===== config.mk =====
export PLATFORM = sky130hd
export DESIGN_NAME = arb_grant_ctrl
export DESIGN_NICKNAME = d
export VERILOG_FILES = /design/src/rtl/arb_pkg.sv /design/src/rtl/arb_hold_timer.sv /design/src/rtl/arb_grant_ctrl.sv
export SDC_FILE = /design/constraint.sdc
export NUM_CORES = 1
export LEC_CHECK = 0
export BUFFER_PORTS_ARGS = -buffer_cell sky130_fd_sc_hd__buf_2
export CORE_ASPECT_RATIO = 1.25
export CORE_MARGIN = 5
export CORE_UTILIZATION = 41
export CTS_CLUSTER_SIZE = 8
export DETAILED_ROUTE_END_ITERATION = 8
export GPL_TIMING_DRIVEN = 0
export PLACE_DENSITY = 0.71
export SETUP_SLACK_MARGIN = 0.2
export SLEW_MARGIN = 20
export SYNTH_ARGS = -nofsm -noshare
export SYNTH_HDL_FRONTEND = slang
export SYNTH_SLANG_ARGS = --single-unit

===== constraint.sdc =====
create_clock -name clk_i -period 2.55 [get_ports clk_i]
set_input_delay 0.51 -clock clk_i [delete_from_list [all_inputs] [get_ports clk_i]]
set_output_delay 0.51 -clock clk_i [all_outputs]
set_load 0.02 [all_outputs]

===== src/rtl/arb_pkg.sv =====
// Shared state encoding for the grant controller and its bench.
package arb_pkg;

  localparam logic [1:0] ARB_IDLE    = 2'd0;
  localparam logic [1:0] ARB_GRANT   = 2'd1;
  localparam logic [1:0] ARB_RECOVER = 2'd2;

  typedef enum logic [1:0] {
    S_IDLE    = ARB_IDLE,
    S_GRANT   = ARB_GRANT,
    S_RECOVER = ARB_RECOVER
  } arb_state_t;

endpackage


===== src/rtl/arb_hold_timer.sv =====
// Grant hold counter: cleared on grant acceptance, counts while granted,
// flags expiry when the count reaches tmo-1 (tmo==0 never expires).
module arb_hold_timer #(
  parameter int TMO_W = 8
) (
  input  logic             clk_i,
  input  logic             rst_i,
  input  logic             clr,
  input  logic             en,
  input  logic [TMO_W-1:0] tmo,
  output logic             expire
);

  logic [TMO_W-1:0] r_cnt;
  logic [TMO_W-1:0] w_last;

  // Free-running wrap keeps a lowered tmo from firing early: it matches on the next pass.
  always_ff @(posedge clk_i) begin
    if (rst_i)    r_cnt <= '0;
    else if (clr) r_cnt <= '0;
    else if (en)  r_cnt <= r_cnt + TMO_W'(1);
  end

  assign w_last = tmo - TMO_W'(1);
  assign expire = (tmo != '0) && (r_cnt == w_last);

endmodule


===== src/rtl/arb_grant_ctrl.sv =====
// Grant controller sitting behind an arbiter tree: latches the winner,
// holds a one-hot grant until release, timeout or higher-priority preemption,
// then inserts one dead RECOVER cycle before returning to IDLE.
module arb_grant_ctrl
  import arb_pkg::*;
#(
  parameter int N         = 8,
  parameter int PRIO_BITS = 3,
  parameter int TMO_W     = 8,
  localparam int SEL_W    = $clog2(N)
) (
  input  logic                 clk_i,
  input  logic                 rst_i,
  input  logic                 arb_req_i,
  input  logic [SEL_W-1:0]     arb_sel_i,
  input  logic [PRIO_BITS-1:0] arb_prio_i,
  input  logic [N-1:0]         done_i,
  input  logic [TMO_W-1:0]     tmo_i,
  input  logic                 preempt_en_i,
  output logic [N-1:0]         gnt_o,
  output logic                 gnt_valid_o,
  output logic [SEL_W-1:0]     gnt_sel_o,
  output logic [PRIO_BITS-1:0] gnt_prio_o,
  output logic                 tmo_o,
  output logic                 preempt_o
);

  arb_state_t           r_state;
  logic [N-1:0]         r_gnt;
  logic                 r_gnt_valid;
  logic [SEL_W-1:0]     r_sel;
  logic [PRIO_BITS-1:0] r_prio;
  logic                 r_tmo;
  logic                 r_preempt;

  logic w_clr, w_en, w_done, w_expire, w_preempt;

  assign w_clr     = (r_state == S_IDLE) && arb_req_i;
  assign w_en      = (r_state == S_GRANT);
  // Only the granted source's release strobe matters.
  assign w_done    = done_i[r_sel];
  assign w_preempt = preempt_en_i && arb_req_i && (arb_prio_i < r_prio);

  arb_hold_timer #(.TMO_W(TMO_W)) u_timer (
    .clk_i  (clk_i),
    .rst_i  (rst_i),
    .clr    (w_clr),
    .en     (w_en),
    .tmo    (tmo_i),
    .expire (w_expire)
  );

  // Grant FSM; every output is a register, exit causes ranked release > timeout > preempt.
  always_ff @(posedge clk_i) begin
    if (rst_i) begin
      r_state     <= S_IDLE;
      r_gnt       <= '0;
      r_gnt_valid <= 1'b0;
      r_sel       <= '0;
      r_prio      <= '0;
      r_tmo       <= 1'b0;
      r_preempt   <= 1'b0;
    end else begin
      r_tmo     <= 1'b0;
      r_preempt <= 1'b0;
      case (r_state)
        S_IDLE: begin
          if (arb_req_i) begin
            r_sel       <= arb_sel_i;
            r_prio      <= arb_prio_i;
            r_gnt       <= N'(1) << arb_sel_i;
            r_gnt_valid <= 1'b1;
            r_state     <= S_GRANT;
          end
        end
        S_GRANT: begin
          if (w_done || w_expire || w_preempt) begin
            r_gnt       <= '0;
            r_gnt_valid <= 1'b0;
            r_tmo       <= !w_done && w_expire;
            r_preempt   <= !w_done && !w_expire && w_preempt;
            r_state     <= S_RECOVER;
          end
        end
        S_RECOVER: begin
          r_state <= S_IDLE;
        end
        default: begin
          r_gnt       <= '0;
          r_gnt_valid <= 1'b0;
          r_state     <= S_IDLE;
        end
      endcase
    end
  end

  assign gnt_o       = r_gnt;
  assign gnt_valid_o = r_gnt_valid;
  assign gnt_sel_o   = r_sel;
  assign gnt_prio_o  = r_prio;
  assign tmo_o       = r_tmo;
  assign preempt_o   = r_preempt;

endmodule


After elaboration in Yosys (flattened, before gate mapping)
Index checks and enable logic that the tools add are counted.
W data, S select, Z words.
- add/sub/neg operators: 2
- $lt $le $gt $ge: 2
- equality and inequality tests: 5
- shift operators: 1
- mux-type cells: 11
- bitwise logic cells: 3
- reductions and logical operators: 18
- operators with widths (cell ; number):
    $pmux W8 S3 ; 1
    $mux W8 ; 2
    $add A8 B1 Y8 const B ; 1
    $eq A8 B8 Y1 ; 1
    $reduce_bool A8 Y1 ; 1
    $shl A1 B3 Y8 const A ; 1
    $sub A8 B1 Y8 const B ; 1
    $logic_and A1 B1 Y1 ; 7
    $lt A3 B4 Y1 const B ; 1
    $mux W2 ; 2
    $ne A2 B2 Y1 const B ; 2
    $pmux W2 S2 ; 1
    $reduce_and A2 Y1 ; 2
    $bmux W1 S3 ; 1
    $lt A3 B3 Y1 ; 1
    $mux W1 ; 3
    $not A1 Y1 ; 3
    $pmux W1 S3 ; 1
    $reduce_and A3 Y1 ; 1
    $reduce_or A3 Y1 ; 1
    $eq A2 B1 Y1 const B ; 1
    $eq A2 B2 Y1 const B ; 1
    $logic_not A1 Y1 ; 2
    $logic_not A2 Y1 ; 1
    2 further kinds ; 3
- flip-flop bits (word level): 27
- input bits: 26
- output and inout port bits: 17
- logic and storage cells: 50

Depth between registers and ports, before layout
- depth after elaboration: 7
- mapped depth: 10
- gate-level depth less buffers: 8

Modules after synthesis
Synthesis repeated with hierarchy kept, for this count alone.
- cell total of the unflattened synthesis: 165
- area, all modules: 1502.7 um^2
- modules (own cells, without submodules) (module ; instances ; cells an instance ; area each (um^2) ; sequential area each (um^2)):
    arb_grant_ctrl ; 1 ; 94 ; 904.6 ; 380.4
    arb_hold_timer ; 1 ; 71 ; 598.1 ; 160.2

Worst setup path before layout
No wires, ideal clock.
- path type: input to register
- start point: input tmo_i[0]
- end point: register r_gnt_valid, in the netlist gnt_valid_o
- setup time: 125 ps
- arrival time: 1909 ps
- required time: 2425 ps
- path slack: 516 ps
- stages: 10
- cell sequence: inv_1 ha_1 clkbuf_1 o21bai_1 a211o_1 a21oi_1 nor2_1 nor2_2 buf_6 o22ai_2
- word-level cells in the longest chain between the ends: 7
- elaborated cells on any way between the ends: 8
- those cells by class: add/sub: 1; eq/ne: 2; reduce/logical: 5
- ends and longest elaborated chain (element ; line ; text):
    from (decl) ; arb_grant_ctrl.sv:18 ; input logic [TMO_W-1:0] tmo_i,
    $sub A8 B1 Y8 ; arb_hold_timer.sv:24 ; assign w_last = tmo - TMO_W'(1);
    $eq A8 B8 Y1 ; arb_hold_timer.sv:25 ; assign expire = (tmo != '0) && (r_cnt == w_last);
    $logic_and A1 B1 Y1 (*) ; arb_hold_timer.sv:25 ;
    $logic_or A1 B1 Y1 (*) (2 in series) ; arb_grant_ctrl.sv:77 ; if (w_done || w_expire || w_preempt) begin
    $ne A2 B2 Y1 (no line) (*) ; n/a ;
    $reduce_and A3 Y1 (no line) (*) ; n/a ;
    to (signal assigned) ; arb_grant_ctrl.sv:72 ; r_gnt_valid <= 1'b1;
    to (signal assigned) ; arb_grant_ctrl.sv:79 ; r_gnt_valid <= 1'b0;
    to (signal assigned) ; arb_grant_ctrl.sv:90 ; r_gnt_valid <= 1'b0;
    to (decl) ; arb_grant_ctrl.sv:30 ; logic r_gnt_valid;
Mark *: on every way between the ends. The rest lies on a longest branch, timed or not.
A chain may end at the register's enable or synchronous reset.

Worst setup path after layout
Same ends and word-level chain as after synthesis.

==> impl_metrics.env <==
export IMPL_grt_setup_unrepaired="no"
export IMPL_hpwl_mm=2.69
export IMPL_hold_viol_final=0
export IMPL_worst_ep_arrival_time_ns=2.25
export IMPL_n_fill_cell=397
export IMPL_die_area_um2=5310
export IMPL_start_util_pct=42.4
export IMPL_vias_per_cell=5.11
export IMPL_final_nets=267
export IMPL_insertedDiodeCount=0
export IMPL_mappedNetlistNets=222
export IMPL_min_delay_path_class="flip-flop to flip-flop"
export IMPL_chipHeight_um=80.2
export IMPL_synth_edf_count=0
export IMPL_grt_start_max_net_pins=16
export IMPL_cts_root_buf="clkbuf_8"
export IMPL_clk_pin_slew_ns=0.09
export IMPL_peakVddDrop_mv=0.334
export IMPL_critPathSlowestCell="a211o_1"
export IMPL_path_max_fanout=10
export IMPL_grt_usage_pct=14.4
export IMPL_setup_viol=0
export IMPL_clock_path_buffers=2
export IMPL_finalCritPeriodShare_pct=81.8
export IMPL_worst_setup_path_end_kind="flip-flop"
export IMPL_crit_buf_inv=4
export IMPL_synth_seq_area_share_pct=33.4
export IMPL_fin_worst_skew_ns=0.00120
export IMPL_cts_sinks=27
export IMPL_syn_avg_cell_area_um2=8.47
export IMPL_fp_row_count=25
export IMPL_max_cap_viol_count=0
export IMPL_antenna_found_initial=0
export IMPL_worst_slew_pin_slew_ns=0.516
export IMPL_yosysTopAreaCellShare_pct=33.4
export IMPL_async_reset_ff_share_pct=0
export IMPL_critPathMaxStageDelay_ns=0.28
export IMPL_htree_num_levels=1
export IMPL_startpoint_type="input port"
export IMPL_cts_resized=0
export IMPL_postCtsSetupRepairBufs=0
export IMPL_required_ns=2.72
export IMPL_drive_gt1_share_pct=27.7
export IMPL_core_um2=3820
export IMPL_yosys_most_used_dff="dfxtp_1"
export IMPL_ys_top_cells_by_area="dfxtp_1 (33%), a21oi_1 (4.9%), nor2_1 (4.4%)"
export IMPL_maxSlewHeadroom_pct=65.5
export IMPL_critPathKind="input port to flip-flop"
export IMPL_grt_pass1_vias=1469
export IMPL_grt_pass1_wl_mm=6.13
export IMPL_yosysWarnings=0
export IMPL_postRouteAntennaNets=0
export IMPL_layout_cells_non_filler=289
export IMPL_wire_per_inst_um=12.1
export IMPL_cts_tree="built"
export IMPL_ys_ff_latch=27
export IMPL_ioPinCount=43
export IMPL_syn_inst=191
export IMPL_drt_wl_total_mm=3.49
export IMPL_dpl_cell_count=285
export IMPL_final_core_util_pct=50.6
export IMPL_outcome="completed"
export IMPL_hold_buffers=0
export IMPL_cts_made_buffers=3
export IMPL_syn_to_final_growth_pct=19.4
export IMPL_yosysTopAreaCell="dfxtp_1"
export IMPL_io_buffers=40
export IMPL_worstPathCellList="buf_2 -> inv_1 -> ha_1 -> clkbuf_1 -> o21bai_1 -> a211o_1 -> a21oi_1 -> nor2_1 -> nor2_2 -> buf_6 -> o22ai_2"
export IMPL_fin_tns_setup_ns=0
export IMPL_clk_latency_ns=0.27
export IMPL_route_detailed_drc=0
export IMPL_leakage_nw=0.804
export IMPL_synth_cell_types=47
export IMPL_synth_most_common_cell="dfxtp_1"
export IMPL_die_x_um=66.2
export IMPL_powerDensity_nw_per_um2=466
export IMPL_gr_total_overflow=0
export IMPL_dr_pass1_iters=4
export IMPL_fmax_mhz=480
export IMPL_netlist_area_um2=1620
export IMPL_yosys_top_cells_count="dfxtp_1 (27), nor2_1 (19), nand2_1 (18), a21oi_1 (16), nand3_1 (14)"
export IMPL_via_count=1478
export IMPL_layout_min_cycle_time_ns=2.09
export IMPL_cpLargestDelayFamily="compound AO/OA/AOI/OAI gates"
export IMPL_finalMaxSlewViolations=0
export IMPL_routabilityCongestion=0.784
export IMPL_drtIter0Drc=73
[cell usage in the layout (no fill, tap or decap), types with 2 or more instances in the layout]
master    instances
nand4_1           3
nor2b_1           3
nor3_1            5
buf_6             2
inv_1             7
mux2i_1           2
clkbuf_8          3
or3_1             2
ha_1              5
mux4_1            2
o21ai_0           5
o31ai_1           2
clkbuf_1          6
xnor2_1           7
a21oi_1          16
dfxtp_1          27
nand2_1          18
a21o_1            2
xor2_1            8
nand3_1          14
o21ai_2           8
buf_2            41
nand2b_1          3
nor2_1           19
[worst paths after layout]
kind                                 to                        from  slack [ns]  cells after the start
max            gnt_valid_o$_SDFFE_PP0P_                    tmo_i[0]        0.46                     11
min          gnt_prio_o[0]$_SDFFE_PP0P_  gnt_prio_o[0]$_SDFFE_PP0P_        0.48                      2
max reg2reg       gnt_o[7]$_SDFFE_PP0P_   gnt_sel_o[0]$_SDFFE_PP0P_        0.58                      5
min reg2reg  gnt_prio_o[0]$_SDFFE_PP0P_  gnt_prio_o[0]$_SDFFE_PP0P_        0.48                      2
[routing by layer]
metal	track usage [%]	wire (um)	vias to the layer above
met3	1.54	173	5
li1	-	-	759
met2	26.0	1700	42
met4	4.88	53	0
met1	17.4	1560	672
met5	0	0	-
[flip-flops by register name, indices dropped and copies added (netlist names)]
register / cells
tmo_o: 1
preempt_o: 1
gnt_o: 8
gnt_prio_o: 3
r_state: 2
u_timer.r_cnt: 8
gnt_valid_o: 1
gnt_sel_o: 3
[report_power, final]
group | switching [mW] | total (mW) | internal [mW]
Combinational | 0.116 | 0.199 | 0.0824
Sequential | 0.0166 | 0.458 | 0.441
Clock | 0.134 | 0.243 | 0.110
[worst reg2reg max path: cells and delay by family (launching register included)]
kind	cells	cell delay (ns)
AOI/OAI and AO/OA	1	0.13
muxes	2	0.82
and+or+nand+nor	2	0.56
DFF	1	0.40
[cell families (layout without fill, tap and decap cells)]
| kind of cell | Yosys count | in the layout | synth area share, % |
|---|---|---|---|
| simple gates | 79 | 79 | 25.7 |
| compound gates | 43 | 43 | 18.0 |
| flops | 27 | 27 | 33.4 |
| buf+inv | 17 | 61 | 5.03 |
| xor+xnor | 15 | 15 | 8.12 |
| fa+ha+maj | 5 | 5 | 3.87 |
| mux | 5 | 5 | 5.88 |
[metrics by stage]
stage | worst slack, ns | area (um2) | hold slack (ns) | total power [mW]
floorplan | 0.516 | 1620 | 0.488 | 0.602
global placement | 0.166 | 1890 | 0.460 | 0.665
detailed placement | 0.158 | 1890 | 0.463 | 0.667
CTS | 0.442 | 1930 | 0.475 | 0.908
global route | 0.260 | 1930 | 0.489 | 0.953
finish | 0.465 | 1930 | 0.475 | 0.900
[final cells by class]
cell class | instances | area [um2] | area share (%)
clock inverters | 1 | 5.00 | 0.259
repair buffers | 40 | 200 | 10.4
well taps | 54 | 67.6 | 3.50
clock buffers | 3 | 41.3 | 2.14
inverters | 7 | 26.3 | 1.36
multi-input cells | 147 | 996 | 51.6
plain buffers | 10 | 55.1 | 2.85
flip-flops and latches | 27 | 541 | 28.0
Power figures use the tool's default switching activity.
